`config.mk`:
```
export PLATFORM = sky130hd
export DESIGN_NAME = sync_debounce_flat
export DESIGN_NICKNAME = d
export VERILOG_FILES = /design/src/rtl/sync_debounce_if.sv /design/src/rtl/sync_debounce.sv /design/src/flat_wrapper.sv
export SDC_FILE = /design/constraint.sdc
export NUM_CORES = 1
export LEC_CHECK = 0
export BUFFER_PORTS_ARGS = -buffer_cell sky130_fd_sc_hd__buf_2
export CAP_MARGIN = 15
export CORE_AREA = 2 2 69 71
export DETAILED_ROUTE_END_ITERATION = 10
export DIE_AREA = 0 0 71 73
export GPL_ROUTABILITY_DRIVEN = 0
export PLACE_DENSITY = 0.62
export SLEW_MARGIN = 20
export SYNTH_ARGS = -nofsm -noshare
export SYNTH_HDL_FRONTEND = slang
export SYNTH_SLANG_ARGS = --single-unit
```
`constraint.sdc`:
```
create_clock -name clk -period 5.8 [get_ports clk]
set_clock_uncertainty 0.2 [all_clocks]
set_input_delay 1.16 -clock clk [delete_from_list [all_inputs] [get_ports clk]]
set_output_delay 1.16 -clock clk [all_outputs]
set_load 0.02 [all_outputs]
```
`src/rtl/sync_debounce_if.sv`:
```
// sync_debounce_if: level input, glitch clear and debounced outputs.
// The master side drives din/clr_glitch; the slave side is the debouncer.
interface sync_debounce_if #(
    parameter int unsigned GLITCH_WIDTH = 8
) ();
    logic                    din;
    logic                    clr_glitch;
    logic                    dout;
    logic                    busy;
    logic                    rise;
    logic                    fall;
    logic [GLITCH_WIDTH-1:0] glitch_cnt;

    modport master (
        output din,
        output clr_glitch,
        input  dout,
        input  busy,
        input  rise,
        input  fall,
        input  glitch_cnt
    );

    modport slave (
        input  din,
        input  clr_glitch,
        output dout,
        output busy,
        output rise,
        output fall,
        output glitch_cnt
    );
endinterface

```
`src/rtl/sync_debounce.sv`:
```
// sync_debounce: four-state debouncer with saturating glitch counter.
// Define SYNC_DEBOUNCE_EDGE_EN to build the rise/fall edge pulse registers.
module sync_debounce #(
    parameter int unsigned DEBOUNCE_CNT = 1000,
    parameter int unsigned CNT_WIDTH    = 16,
    parameter logic        RESET_VAL    = 1'b0,
    parameter int unsigned GLITCH_WIDTH = 8
) (
    input  logic            clk,
    input  logic            resetn,
    sync_debounce_if.slave  bus
);

    typedef enum logic [1:0] {
        STABLE_LO = 2'b00,
        CHECK_HI  = 2'b01,
        STABLE_HI = 2'b11,
        CHECK_LO  = 2'b10
    } state_e;

    localparam state_e RST_STATE = RESET_VAL ? STABLE_HI : STABLE_LO;
    localparam logic [CNT_WIDTH-1:0] CNT_LAST = CNT_WIDTH'(DEBOUNCE_CNT - 1);
    localparam logic [CNT_WIDTH-1:0] CNT_ONE  = CNT_WIDTH'(1);
    localparam logic [GLITCH_WIDTH-1:0] G_ONE = GLITCH_WIDTH'(1);
    localparam bit SINGLE = (DEBOUNCE_CNT == 1);

    state_e                  state_q, state_d;
    logic [CNT_WIDTH-1:0]    cnt_q, cnt_d;
    logic                    glitch_evt;
    logic [GLITCH_WIDTH-1:0] glitch_q, glitch_d;
    logic                    dout_q, dout_d;
    logic                    busy_q, busy_d;

    // State and stability counter registers
    always_ff @(posedge clk or negedge resetn) begin
        if (!resetn) begin
            state_q <= RST_STATE;
            cnt_q   <= '0;
        end else begin
            state_q <= state_d;
            cnt_q   <= cnt_d;
        end
    end

    // Next-state: qualify a differing din over DEBOUNCE_CNT edges
    always_comb begin
        state_d    = state_q;
        cnt_d      = cnt_q;
        glitch_evt = 1'b0;
        unique case (state_q)
            STABLE_LO: begin
                cnt_d = '0;
                if (bus.din) begin
                    if (SINGLE) begin
                        state_d = STABLE_HI;
                    end else begin
                        state_d = CHECK_HI;
                        cnt_d   = CNT_ONE;
                    end
                end
            end
            CHECK_HI: begin
                if (!bus.din) begin
                    state_d    = STABLE_LO;
                    cnt_d      = '0;
                    glitch_evt = 1'b1;
                end else if (cnt_q == CNT_LAST) begin
                    state_d = STABLE_HI;
                    cnt_d   = '0;
                end else begin
                    cnt_d = cnt_q + CNT_ONE;
                end
            end
            STABLE_HI: begin
                cnt_d = '0;
                if (!bus.din) begin
                    if (SINGLE) begin
                        state_d = STABLE_LO;
                    end else begin
                        state_d = CHECK_LO;
                        cnt_d   = CNT_ONE;
                    end
                end
            end
            CHECK_LO: begin
                if (bus.din) begin
                    state_d    = STABLE_HI;
                    cnt_d      = '0;
                    glitch_evt = 1'b1;
                end else if (cnt_q == CNT_LAST) begin
                    state_d = STABLE_LO;
                    cnt_d   = '0;
                end else begin
                    cnt_d = cnt_q + CNT_ONE;
                end
            end
            default: begin
                state_d = RST_STATE;
                cnt_d   = '0;
            end
        endcase
    end

    // Output decode from the next state so outputs register with it
    always_comb begin
        dout_d = (state_d == STABLE_HI) || (state_d == CHECK_LO);
        busy_d = (state_d == CHECK_HI) || (state_d == CHECK_LO);
    end

    // Registered level and busy outputs
    always_ff @(posedge clk or negedge resetn) begin
        if (!resetn) begin
            dout_q <= RESET_VAL;
            busy_q <= 1'b0;
        end else begin
            dout_q <= dout_d;
            busy_q <= busy_d;
        end
    end

    // Glitch counter next value: clear wins, then saturating increment
    always_comb begin
        glitch_d = glitch_q;
        if (bus.clr_glitch) begin
            glitch_d = '0;
        end else if (glitch_evt && (glitch_q != '1)) begin
            glitch_d = glitch_q + G_ONE;
        end
    end

    // Glitch counter register
    always_ff @(posedge clk or negedge resetn) begin
        if (!resetn) begin
            glitch_q <= '0;
        end else begin
            glitch_q <= glitch_d;
        end
    end

`ifdef SYNC_DEBOUNCE_EDGE_EN
    logic rise_q, rise_d;
    logic fall_q, fall_d;

    // Edge pulses line up with the dout register update
    always_comb begin
        rise_d = dout_d & ~dout_q;
        fall_d = ~dout_d & dout_q;
    end

    // Edge pulse registers
    always_ff @(posedge clk or negedge resetn) begin
        if (!resetn) begin
            rise_q <= 1'b0;
            fall_q <= 1'b0;
        end else begin
            rise_q <= rise_d;
            fall_q <= fall_d;
        end
    end

    assign bus.rise = rise_q;
    assign bus.fall = fall_q;

    a_edge_excl: assert property (
        @(posedge clk) disable iff (!resetn) !(rise_q && fall_q));
`else
    assign bus.rise = 1'b0;
    assign bus.fall = 1'b0;
`endif

    assign bus.dout       = dout_q;
    assign bus.busy       = busy_q;
    assign bus.glitch_cnt = glitch_q;

    a_cnt_bound: assert property (
        @(posedge clk) disable iff (!resetn) cnt_q <= CNT_LAST);

    a_busy_state: assert property (
        @(posedge clk) disable iff (!resetn)
        busy_q == ((state_q == CHECK_HI) || (state_q == CHECK_LO)));

endmodule

```
`src/flat_wrapper.sv`:
```
// flat-port wrapper written by rule: the top's interface ports become plain ports
module sync_debounce_flat 
#(
    parameter int unsigned DEBOUNCE_CNT = 1000,
    parameter int unsigned CNT_WIDTH    = 16,
    parameter logic        RESET_VAL    = 1'b0,
    parameter int unsigned GLITCH_WIDTH = 8
)
  (clk, resetn, bus_din, bus_clr_glitch, bus_dout, bus_busy, bus_rise, bus_fall, bus_glitch_cnt);
  sync_debounce_if #(.GLITCH_WIDTH(GLITCH_WIDTH)) bus_i ();
  input  logic clk;
  input  logic resetn;
  input wire logic [$bits(bus_i.din)-1:0] bus_din;
  input wire logic [$bits(bus_i.clr_glitch)-1:0] bus_clr_glitch;
  output wire logic [$bits(bus_i.dout)-1:0] bus_dout;
  output wire logic [$bits(bus_i.busy)-1:0] bus_busy;
  output wire logic [$bits(bus_i.rise)-1:0] bus_rise;
  output wire logic [$bits(bus_i.fall)-1:0] bus_fall;
  output wire logic [$bits(bus_i.glitch_cnt)-1:0] bus_glitch_cnt;
  assign bus_i.din = bus_din;
  assign bus_i.clr_glitch = bus_clr_glitch;
  assign bus_dout = bus_i.dout;
  assign bus_busy = bus_i.busy;
  assign bus_rise = bus_i.rise;
  assign bus_fall = bus_i.fall;
  assign bus_glitch_cnt = bus_i.glitch_cnt;
  sync_debounce #(.DEBOUNCE_CNT(DEBOUNCE_CNT), .CNT_WIDTH(CNT_WIDTH), .RESET_VAL(RESET_VAL), .GLITCH_WIDTH(GLITCH_WIDTH)) u_core (.clk(clk), .resetn(resetn), .bus(bus_i));
endmodule
```
Word-level counts from Yosys, hierarchy flattened. Cells that the tools add are included.

$mul: 0. Reductions and logical operators: 5. Add/subtract/negate cells: 2. Magnitude comparators: 0. Eq/ne operators: 8. Bitwise operators: 0. Shifts and indexed selects: 0. Muxes and demuxes: 18. Divide/modulo/power cells: 0.

Operators with widths (number): $pmux 16 s4 (1); $mux 16 (3); $add 16x1->16 const B (1); $eq 16x10->1 const B (1); $mux 8 (2); $mux 2 (6); $add 8x1->8 const B (1); $eq 2x2->1 const B (4); $ne 8x8->1 const B (1); $pmux 2 s4 (1); $eq 2x1->1 const B (2); $mux 1 (4); $logic_not 2->1 (1); $logic_or 1x1->1 (2); $pmux 1 s2 (1); $reduce_bool 2->1 (1); $logic_and 1x1->1 (1).

Output and inout port bits: 12. Bits in read-only memories: 0. Memories: 0. Register bits: 28. Word-level logic and storage cells: 38. Bits in writable memories: 0. Bits in latches: 0. Input bits: 4.

Logic depth before layout (Yosys ltp). Gate-level depths: netlist of the first run.

Depth in word-level cells: 6. Depth in mapped cells: 7. Gate-level depth less buffers: 7.

Worst setup path after synthesis of the first run. Ideal clock, no wire load.

Kind: input-to-reg. From: input bus_din. To: register u_core.glitch_q[4], in the netlist u_core.bus.glitch_cnt[4]. Arrival time: 2.162 ns. Buffers on the path: 2. Required time: 5.522 ns. Setup time: 0.078 ns. Stages: 6. Setup slack: 3.361 ns. Cells stage by stage: buf_4 nor3b_2 o22ai_2 buf_6 or3_1 a21oi_1.

Word-level cells in the longest chain between the ends: 4. Elaborated cells between the ends (all ways): 5. Classes of those cells: mux: 3; reduce/logical: 2.

RTL lines: start: declaration (RTL line flat_wrapper.sv:13) `input wire logic [$bits(bus_i.din)-1:0] bus_din;`; $mux 1 (on tied branches) (RTL line sync_debounce.sv:86, sync_debounce.sv:63); $pmux 1 s2 * (RTL line sync_debounce.sv:50) `unique case (state_q)`; $logic_and 1x1->1 * (RTL line sync_debounce.sv:126) `end else if (glitch_evt && (glitch_q != '1)) begin`; $reduce_bool 2->1 (no source line) *; end signal: assignment (RTL line sync_debounce.sv:136) `glitch_q <= glitch_d;`; end: declaration (RTL line sync_debounce.sv:30) `logic [GLITCH_WIDTH-1:0] glitch_q, glitch_d;`.

Mark *: on every way between the ends. The rest lies on a longest branch, timed or not. A chain may end at the register's enable or synchronous reset.

Worst setup path after layout of the first run.
From: input bus_din. To: register u_core.glitch_q[5], in the netlist u_core.bus.glitch_cnt[5].

Same word-level chain as after synthesis.

==> results of run 1 <==
-- tightest hold or removal path, stage by stage (launching register included) --
cell and delay [ns]:
dfrtp_1 0.36, xnor2_1 0.12, nor2_1 0.04
-- power by group --
| group | switching, W | internal (W) |
|---|---|---|
| clock network | 0.0000584 | 0.0000607 |
| logic | 0.0000142 | 0.00000524 |
| registers | 0.00000302 | 0.000198 |
-- per-stage QoR --
step	worst slack (ns)	cells	hold slack, ns	util (%)
detailed placement	3.139	210	0.3373	34.29
global placement	3.196	210	0.3244	34.29
finish	3.423	214	0.3456	35.50
floorplan	3.361	152	0.3025	-
CTS	3.424	214	0.3524	35.50
global route	3.289	214	0.3942	35.50
-- how the worst max path moves through the flow --
stage / from / to / slack [ns] / depth (start not counted)
after global routing: bus_din / u_core.bus.glitch_cnt[5] / 3.29 / 5
after CTS: bus_din / u_core.bus.glitch_cnt[5] / 3.42 / 5
after global placement: bus_din / u_core.bus.glitch_cnt[5] / 3.20 / 5
final: bus_din / u_core.bus.glitch_cnt[5] / 3.42 / 5
after floorplan: bus_din / u_core.bus.glitch_cnt[4] / 3.36 / 6
after detailed placement: bus_din / u_core.bus.glitch_cnt[5] / 3.14 / 5
-- cells by family after synthesis --
family,count (synthesis),synth area share (%)
DFF,28,47.10
and+or+nand+nor,65,24.89
xor gates and xnor gates,15,8.831
other,1,0.2521
muxes,2,1.346
adders and majority gates,3,2.523
AOI/OAI and AO/OA,22,8.915
buffers and inverters,15,6.139
-- synth_stat cells (2+ instances only) --
library cell   n  area, sq um
o21ai_0        6        30.03
buf_2          2        10.01
xor2_1         3        26.28
and4bb_2       2        25.02
ha_1           3        37.54
nand2_1        8        30.03
mux2i_1        2        20.02
nor3_1         4        20.02
and3_1         2        12.51
nor2_1        18        67.56
or3_1          3        18.77
dfrtp_1       28        700.7
buf_6          2        22.52
nand4_1        4        25.02
inv_1          6        22.52
xnor2_1       12        105.1
a21oi_1        9        45.04
nand3_1       10        50.05
nor4_2         2        25.02
nor4_1         4        25.02
or4_1          3        22.52
o31ai_1        3        22.52
buf_4          3        22.52
-- cell type report --
type                    count  share of cell area, %
clock buffers               4                  3.419
inverters                   6                  1.399
multi-input cells         109                  43.43
flip-flops and latches     28                  43.51
well taps                  54                  4.196
repair buffers             13                  4.040
-- routing by layer --
metal  share of wire, %  GRT usage (%)  routed length [microns]
met3               0.83         0.8287                       22
met4                1.0          4.403                       27
met5                  0              0                        0
met1                 52          16.19                     1373
met2                 46          19.31                     1237
-- state kept, by name, indices dropped and copies added, names as in the netlist --
signal	count
u_core.bus.busy	1
u_core.bus.dout	1
u_core.bus.glitch_cnt	8
u_core.cnt_q	16
u_core.state_q	2
==> results.py, run 1 <==
metrics = {
    "pwr": {
        "vdd_drop_max_mv": 0.1283,
        "power_density_nw_per_um2": 210.6,
        "total_power_w": 0.0003391,
        "leakage_nw": 0.6591,
    },
    "detailed_routing": {
        "firstDrtPassIters": 4,
        "routedWlPerCell_microns": 12.43,
        "drt-initial-drc-count": 22,
        "vias": 1083,
        "ant_nets": 0,
        "drc": 0,
        "wl_mm": 2.661,
        "viasPerCell": 5.061,
    },
    "cts": {
        "cts_resized": 0,
        "cts_made_buffers": 3,
        "cts_hold_buf": 0,
        "cts_tree": "done",
        "clkSinkCount": 28,
        "clock_latency_ns": 0.27,
        "cts_buffer_depth": 2,
        "cts_root_buffer": "clkbuf_8",
        "clk_pin_slew_worst_paths_ns": 0.09,
        "cts_setup_buffers": 0,
        "htree_levels": 1,
    },
    "sta": {
        "relSlewSlack_pct": 59.19,
        "finalMaxSlewViolations": 0,
        "fin_tns_setup_ns": 0,
        "setup_viol": 0,
        "fmax_mhz": 420.8,
        "hold_violations": 0,
        "rsz0062_at_grt": "no",
        "fin_crit_sh_pct": 40.98,
        "min_period_ns": 2.377,
        "worst_pin_slew_ns": 0.6122,
    },
    "die": {
        "io_pins": 16,
        "core_region_area_sq_um": 4536,
        "die_w_microns": 71,
        "start_util_pct": 32.80,
        "die_y_microns": 73,
        "rows": 25,
        "die-area_sq_um": 5183,
    },
    "synth": {
        "syn-cell-area_sq_um": 1488,
        "ys_ff_latch": 28,
        "synth_edf_count": 0,
        "async_flop_share_pct": 100.0,
        "synthesis.area_per_instance_sq_um": 9.852,
        "synth-seq-area-share_pct": 47.10,
        "synth_cells": 151,
        "synth_cell_type_count": 35,
        "synth_top_flop_cell": "dfrtp_1",
        "yosysWarnings": 0,
    },
    "worst_hold_path": {
        "hold_path_depth": 2,
        "min_path_type": "flip-flop to flip-flop",
        "min_from": "u_core.cnt_q[15]",
        "min_to": "u_core.cnt_q[15]",
    },
    "setup_path": {
        "slowest_delay_ns": 0.51,
        "critPathTopFamily": "simple AND/OR/NAND/NOR gates",
        "start_kind": "primary input",
        "path_class": "primary input to flip-flop",
        "required_ns": 5.80,
        "ff2ff_path_depth": 7,
        "worstPathMaxFanout": 14,
        "crit_path_top_delay_cell": "or4_1",
        "cp_num_buf_inv": 1,
        "crit-reg2reg-launch": "u_core.cnt_q[0]",
        "crit_chain": "buf_2 -> nor3b_2 -> o22ai_2 -> or4_1 -> a21oi_1",
        "worstSetupEndpointType": "flip-flop",
        "critPathArrivalTime_ns": 2.37,
        "worstReg2RegEnd": "u_core.bus.dout",
        "r2r_setup_slack_ns": 3.76,
    },
    "global_routing": {
        "grt_overflow_total": 0,
        "grt.total_usage_pct": 11.69,
        "grt_pass1_wl_mm": 4.905,
        "grt_max_degree": 29,
        "grt_antenna_before_repair": 0,
        "grt_pass1_vias": 1065,
    },
    "layout": {
        "final_cell_mix": "dfrtp_1 (28), nor2_1 (18), buf_2 (13), xnor2_1 (12), nand3_1 (10)",
        "antennaDiodeCount": 0,
        "syn2layout_area_growth_pct": 8.242,
        "fillCellCount": 472,
        "seq_area_sq_um": 700.7,
        "final_cell_area_sq_um": 1610,
        "nets": 168,
        "final_common_cell": "dfrtp_1",
        "drive_gt1_share_pct": 15.00,
        "multiInputGateArea_sq_um": 699.4,
    },
    "place": {
        "dp_hpwl_mm": 1.895,
        "port_buffers": 13,
        "placedInstanceArea_sq_um": 1555,
    },
    "outcome": {
        "status": "finished clean",
    },
    "flow_run": {
        "max_cap_violations": 0,
    },
}
Power figures use the tool's default switching activity.
==> run 2: changes to the inputs <==
- clock period: 5.8 -> 2.49 ns (I/O delays scaled with it)
==> results.py, run 2 (synthesized netlist as in run 1, its figures left out) <==
metrics = {
    "outcome": {
        "status": "finished clean",
    },
    "setup_path": {
        "cp_num_buf_inv": 0,
        "slowest_delay_ns": 0.45,
        "critPathArrivalTime_ns": 2.03,
        "worstPathMaxFanout": 6,
        "critPathTopFamily": "adder cells",
        "crit_top_cell": "ha_1",
        "required_ns": 2.46,
        "path_class": "flip-flop to flip-flop",
        "start_kind": "flip-flop",
        "worstSetupEndpointType": "flip-flop",
        "crit_chain": "ha_1 -> and4bb_2 -> nand4_1 -> o21ai_0 -> a21oi_1 -> ha_1 -> o21bai_1",
        "r2r_setup_slack_ns": 0.43,
        "crit_path_top_delay_cell": "dfrtp_1",
    },
    "place": {
        "port_buffers": 13,
        "dp.cells": 210,
    },
    "cts": {
        "cts_resized": 0,
        "clkSinkCount": 28,
        "cts_buffer_depth": 2,
        "clock_latency_ns": 0.28,
        "cts_tree": "done",
        "clk_pin_slew_worst_paths_ns": 0.10,
        "cts_hold_buf": 0,
        "cts_root_buffer": "clkbuf_8",
        "cts_made_buffers": 3,
        "htree_levels": 1,
        "cts_setup_buffers": 0,
    },
    "layout": {
        "final_cells": 214,
        "largest_reg_flops": 16,
        "antennaDiodeCount": 0,
        "largest_register": "u_core.cnt_q",
        "nets": 168,
        "drive_gt1_share_pct": 15.00,
        "final_common_cell": "dfrtp_1",
        "fillCellCount": 460,
        "final_cell_mix": "dfrtp_1 (28), nor2_1 (18), buf_2 (13), xnor2_1 (12), nand3_1 (10)",
        "syn2layout_area_growth_pct": 8.242,
    },
    "die": {
        "die_y_microns": 73,
        "start_util_pct": 32.80,
        "die_w_microns": 71,
        "io_pins": 16,
        "core_region_area_sq_um": 4536,
        "die-area_sq_um": 5183,
        "rows": 25,
    },
    "sta": {
        "finalMaxSlewViolations": 0,
        "relSlewSlack_pct": 58.95,
        "fin_tns_setup_ns": 0,
        "rsz0062_at_grt": "no",
        "fmax_mhz": 484.5,
        "fin_crit_sh_pct": 82.89,
        "setup_viol": 0,
        "worst_pin_slew_ns": 0.6157,
        "hold_violations": 0,
        "min_period_ns": 2.064,
    },
    "detailed_routing": {
        "drc": 0,
        "viasPerCell": 4.935,
        "ant_nets": 0,
        "routedWlPerCell_microns": 12.40,
        "vias": 1056,
        "wl_mm": 2.653,
        "firstDrtPassIters": 4,
        "drt-initial-drc-count": 20,
    },
    "global_routing": {
        "grt_antenna_before_repair": 0,
        "grt_overflow_total": 0,
        "grt_pass1_wl_mm": 4.485,
        "grt_pass1_vias": 945,
        "grt_max_degree": 29,
        "grt.total_usage_pct": 10.95,
    },
    "pwr": {
        "power_density_nw_per_um2": 496.7,
        "total_power_w": 0.0007998,
        "leakage_nw": 0.6591,
        "vdd_drop_max_mv": 0.2453,
    },
    "flow_run": {
        "max_cap_violations": 0,
    },
    "worst_hold_path": {
        "min_path_type": "primary input to asynchronous set/reset pin",
    },
}
-- run 2: cell counts in the layout (fill, tap and decap cells not counted) --
No cell type changed its count.
-- run 2: layer usage --
metal	wire length [microns]	vias to the layer above	track usage, %
li1	-	547	-
met1	1415	491	16.42
met2	1143	14	15.47
met3	44	4	1.243
met4	50	0	5.660
met5	0	-	0
-- run 2: area by class of cell --
cell class,count,area (sq um),area share (%)
multi-input cells,109,699.4,43.43
flip-flops and latches,28,700.7,43.51
repair buffers,13,65.06,4.040
clock buffers,4,55.05,3.419
well taps,54,67.56,4.196
inverters,6,22.52,1.399
-- run 2: stage by stage --
step / utilization [%] / area [sq um] / hold WS (ns) / setup WS (ns)
final: 35.50 / 1610 / 0.01663 / 0.4261
after global routing: 35.50 / 1610 / 0.07674 / 0.2849
after CTS: 35.50 / 1610 / 0.04941 / 0.4080
after detailed placement: 34.29 / 1555 / 0.3400 / 0.4245
after global placement: 34.29 / 1555 / 0.3256 / 0.4443
after floorplan: - / 1491 / 0.002409 / 0.6072
-- run 2: power breakdown --
group	switching (W)	internal (W)	leakage (nW)	total [W]
registers	0.00000719	0.000460	0.384	0.000467
logic	0.0000331	0.0000122	0.247	0.0000452
clock network	0.000145	0.000142	0.0288	0.000287
total	0.000186	0.000614	0.659	0.000800
-- run 2: worst paths after layout --
check	startpoint	end	cells past startpoint
max	u_core.cnt_q[0]	u_core.bus.dout	7
min	resetn	u_core.bus.glitch_cnt[4]	1
max reg2reg	u_core.cnt_q[0]	u_core.bus.dout	7
min reg2reg	u_core.cnt_q[15]	u_core.cnt_q[15]	2
max in group asynchronous	resetn	u_core.cnt_q[15]	1
min in group clk	bus_din	u_core.state_q[0]	1
==> run 3: changes to the inputs <==
- ABC_AREA: not set -> 1
- CORE_AREA: 2 2 69 71 -> 2 2 71 73
- DIE_AREA: 0 0 71 73 -> 0 0 73 75
- clock period: 2.49 -> 1.93 ns (I/O delays scaled with it)
==> results.py, run 3 <==
metrics = {
    "detailed_routing": {
        "drt-initial-drc-count": 98,
        "wl_mm": 2.923,
        "vias": 1315,
        "routedWlPerCell_microns": 10.04,
        "drc": 0,
        "viasPerCell": 4.519,
        "firstDrtPassIters": 4,
        "ant_nets": 0,
    },
    "pwr": {
        "combPwrFrac_pct": 7.7,
        "switching_share_pct": 23.63,
        "leakage_nw": 0.9109,
        "switchingPower_w": 0.0002479,
        "clkPwrFrac_pct": 34.9,
        "total_power_w": 0.001049,
        "power.internal_w": 0.0008013,
        "p_seq_share_pct": 57.3,
        "vdd_drop_max_mv": 0.2813,
        "power_density_nw_per_um2": 570.9,
    },
    "place": {
        "dp_hpwl_mm": 2.242,
        "port_buffers": 13,
    },
    "setup_path": {
        "path_class": "flip-flop to flip-flop",
        "r2r_setup_slack_ns": 0.16,
        "crit-reg2reg-launch": "u_core.cnt_q[0]",
        "endpoint": "u_core.bus.dout",
        "worstSetupEndpointType": "flip-flop",
        "ff2ff_path_depth": 11,
        "start_kind": "flip-flop",
        "worstReg2RegEnd": "u_core.bus.dout",
        "startpoint": "u_core.cnt_q[0]",
        "required_ns": 1.91,
        "worstPathMaxFanout": 4,
        "critPathArrivalTime_ns": 1.74,
    },
    "synth": {
        "synth_area_leaders": "dfrtp_1 (44%), nand2_1 (14%), nor2_1 (8.4%), inv_1 (6.5%), nand3_1 (4.4%)",
        "synth_common_cells": "nand2_1 (59), nor2_1 (36), dfrtp_1 (28), inv_1 (28), nand3_1 (14)",
        "synth_top_flop_cell": "dfrtp_1",
        "synth_cells": 216,
        "synthesis.area_per_instance_sq_um": 7.455,
        "synth-seq-area-share_pct": 43.51,
        "synth_top_area_share_pct": 43.51,
        "yosysWarnings": 0,
        "ys_ff_latch": 28,
        "yosysTopAreaCell": "dfrtp_1",
        "async_flop_share_pct": 100.0,
        "yosysMostFrequentCell": "nand2_1",
        "synth_cell_type_count": 28,
        "syn-cell-area_sq_um": 1610,
        "synth_edf_count": 0,
    },
    "global_routing": {
        "grt_overflow_total": 0,
        "grtUsageMet1_pct": 16.89,
        "grt_pass1_vias": 1289,
        "grt_use_met3_pct": 1.606,
        "gr-usage-met2_pct": 20.82,
        "grt_antenna_before_repair": 0,
        "grt.busiest_layer": "met2",
        "grt_max_degree": 29,
        "grt_pass1_wl_mm": 5.437,
        "grt.total_usage_pct": 12.51,
    },
    "sta": {
        "relSlewSlack_pct": 58.26,
        "fin_crit_sh_pct": 91.49,
        "hold_violations": 0,
        "finalMaxSlewViolations": 0,
        "worst_pin_slew_ns": 0.6261,
        "fin_tns_setup_ns": 0,
        "fmax_mhz": 566.4,
        "setup_viol": 0,
        "min_period_ns": 1.766,
    },
    "die": {
        "start_util_pct": 34.55,
        "die-area_sq_um": 5475,
        "die_w_microns": 73,
        "core_region_area_sq_um": 4661,
        "die_y_microns": 75,
        "io_pins": 16,
        "rows": 25,
    },
    "worst_hold_path": {
        "min_path_type": "primary input to flip-flop",
    },
    "cts": {
        "cts_made_buffers": 3,
        "clock_latency_ns": 0.27,
        "clkSinkCount": 28,
        "clk_pin_slew_worst_paths_ns": 0.10,
        "cts_root_buffer": "clkbuf_8",
        "htree_levels": 1,
        "cts_buffer_depth": 2,
        "cts_tree": "done",
    },
    "layout": {
        "largest_reg_flops": 16,
        "drive_gt1_share_pct": 17.30,
        "largest_register": "u_core.cnt_q",
        "syn2layout_area_growth_pct": 14.14,
        "final_cell_mix": "nand2_1 (59), nor2_1 (36), inv_1 (28), dfrtp_1 (28), nand3_1 (14)",
        "antennaDiodeCount": 0,
        "fillCellCount": 466,
        "nets": 245,
        "final_common_cell": "nand2_1",
    },
    "flow_run": {
        "max_cap_violations": 0,
    },
    "outcome": {
        "status": "finished clean",
    },
}
==> run 3: cell count changes after synthesis, moves of 4 or more <==
| cell | previous run | this run |
|---|---|---|
| nor4_1 | 4 | 0 |
| nor2_1 | 18 | 36 |
| inv_1 | 6 | 28 |
| xnor2_1 | 12 | 2 |
| a21oi_1 | 9 | 4 |
| nand2_2 | 0 | 4 |
| nand2_1 | 8 | 59 |
| nand3_1 | 10 | 14 |
==> run 3: power groups by stage <==
stage          clock network, W  registers (W)   logic, W
6_report               0.000366       0.000602  0.0000811
5_1_grt                0.000414       0.000603  0.0000950
4_1_cts                0.000380       0.000602  0.0000834
3_5_place_dp                  0       0.000614  0.0000818
3_3_place_gp                  0       0.000613  0.0000821
2_1_floorplan                 0       0.000619  0.0000474
==> run 3: kinds of logic after synthesis <==
kind of cell / count (synthesis) / share of synthesized area (%)
AND/OR/NAND/NOR: 129 / 35.66
buffers and inverters: 34 / 8.547
flip-flops: 28 / 43.51
AO/OA/AOI/OAI: 14 / 5.906
XOR/XNOR: 7 / 3.807
adder cells (fa/ha/maj): 3 / 2.331
other: 1 / 0.2329
==> run 3: layout make-up <==
type                    instances  area [sq um]  area share (%)
multi-input cells             155         783.3           42.61
flip-flops and latches         28         700.7           38.12
clock buffers                   4         55.05           2.995
repair buffers                 19         112.6           6.127
well taps                      54         67.56           3.676
inverters                      31         118.9           6.467
==> run 3: worst max-delay path: stages (launching register included) <==
cell     delay (ns)
dfrtp_1        0.37
ha_2           0.19
nand2_1        0.07
inv_1          0.05
nand2_1        0.08
nor2_4         0.15
nand4_1        0.10
nand2_1        0.08
inv_1          0.05
ha_1           0.19
nor2_1         0.10
nand2_1        0.05
==> run 3: routing by layer <==
metal,vias up,share of wire (%)
met3,4,2.1
li1,705,-
met2,18,47
met4,0,1.3
met1,588,49
met5,-,0
==> run 3: metrics by stage <==
stage          instances  worst slack [ns]  hold slack, ns  area [sq um]  utilization, %
2_1_floorplan        217            0.1947         -0.1096          1614               -
3_3_place_gp         285            0.1599          0.2543          1758           37.72
3_5_place_dp         285            0.1006          0.2493          1758           37.72
4_1_cts              290           0.08275         0.07563          1823           39.11
5_1_grt              291         -0.008883         0.06762          1838           39.44
6_report             291            0.1643         0.07863          1838           39.44
==> run 3: how the worst min path moves through the flow <==
stage / from / end / slack (ns) / cells after the start
2_1_floorplan: resetn / u_core.bus.busy / -0.11 / 0
6_report: bus_din / u_core.state_q[0] / 0.08 / 1
3_3_place_gp: resetn / u_core.cnt_q[5] / 0.25 / 1
4_1_cts: bus_din / u_core.state_q[0] / 0.08 / 1
5_1_grt: bus_din / u_core.state_q[0] / 0.07 / 1
3_5_place_dp: resetn / u_core.cnt_q[5] / 0.25 / 1
==> run 3: what timing repair did <==
item / CTS / global route
endpoints found under the setup margin: 0 / 2
endpoints found under the hold margin: 28 / 0
setup buffers: 0 / 1
gates resized for setup: 0 / 2
hold buffers: 1 / 0
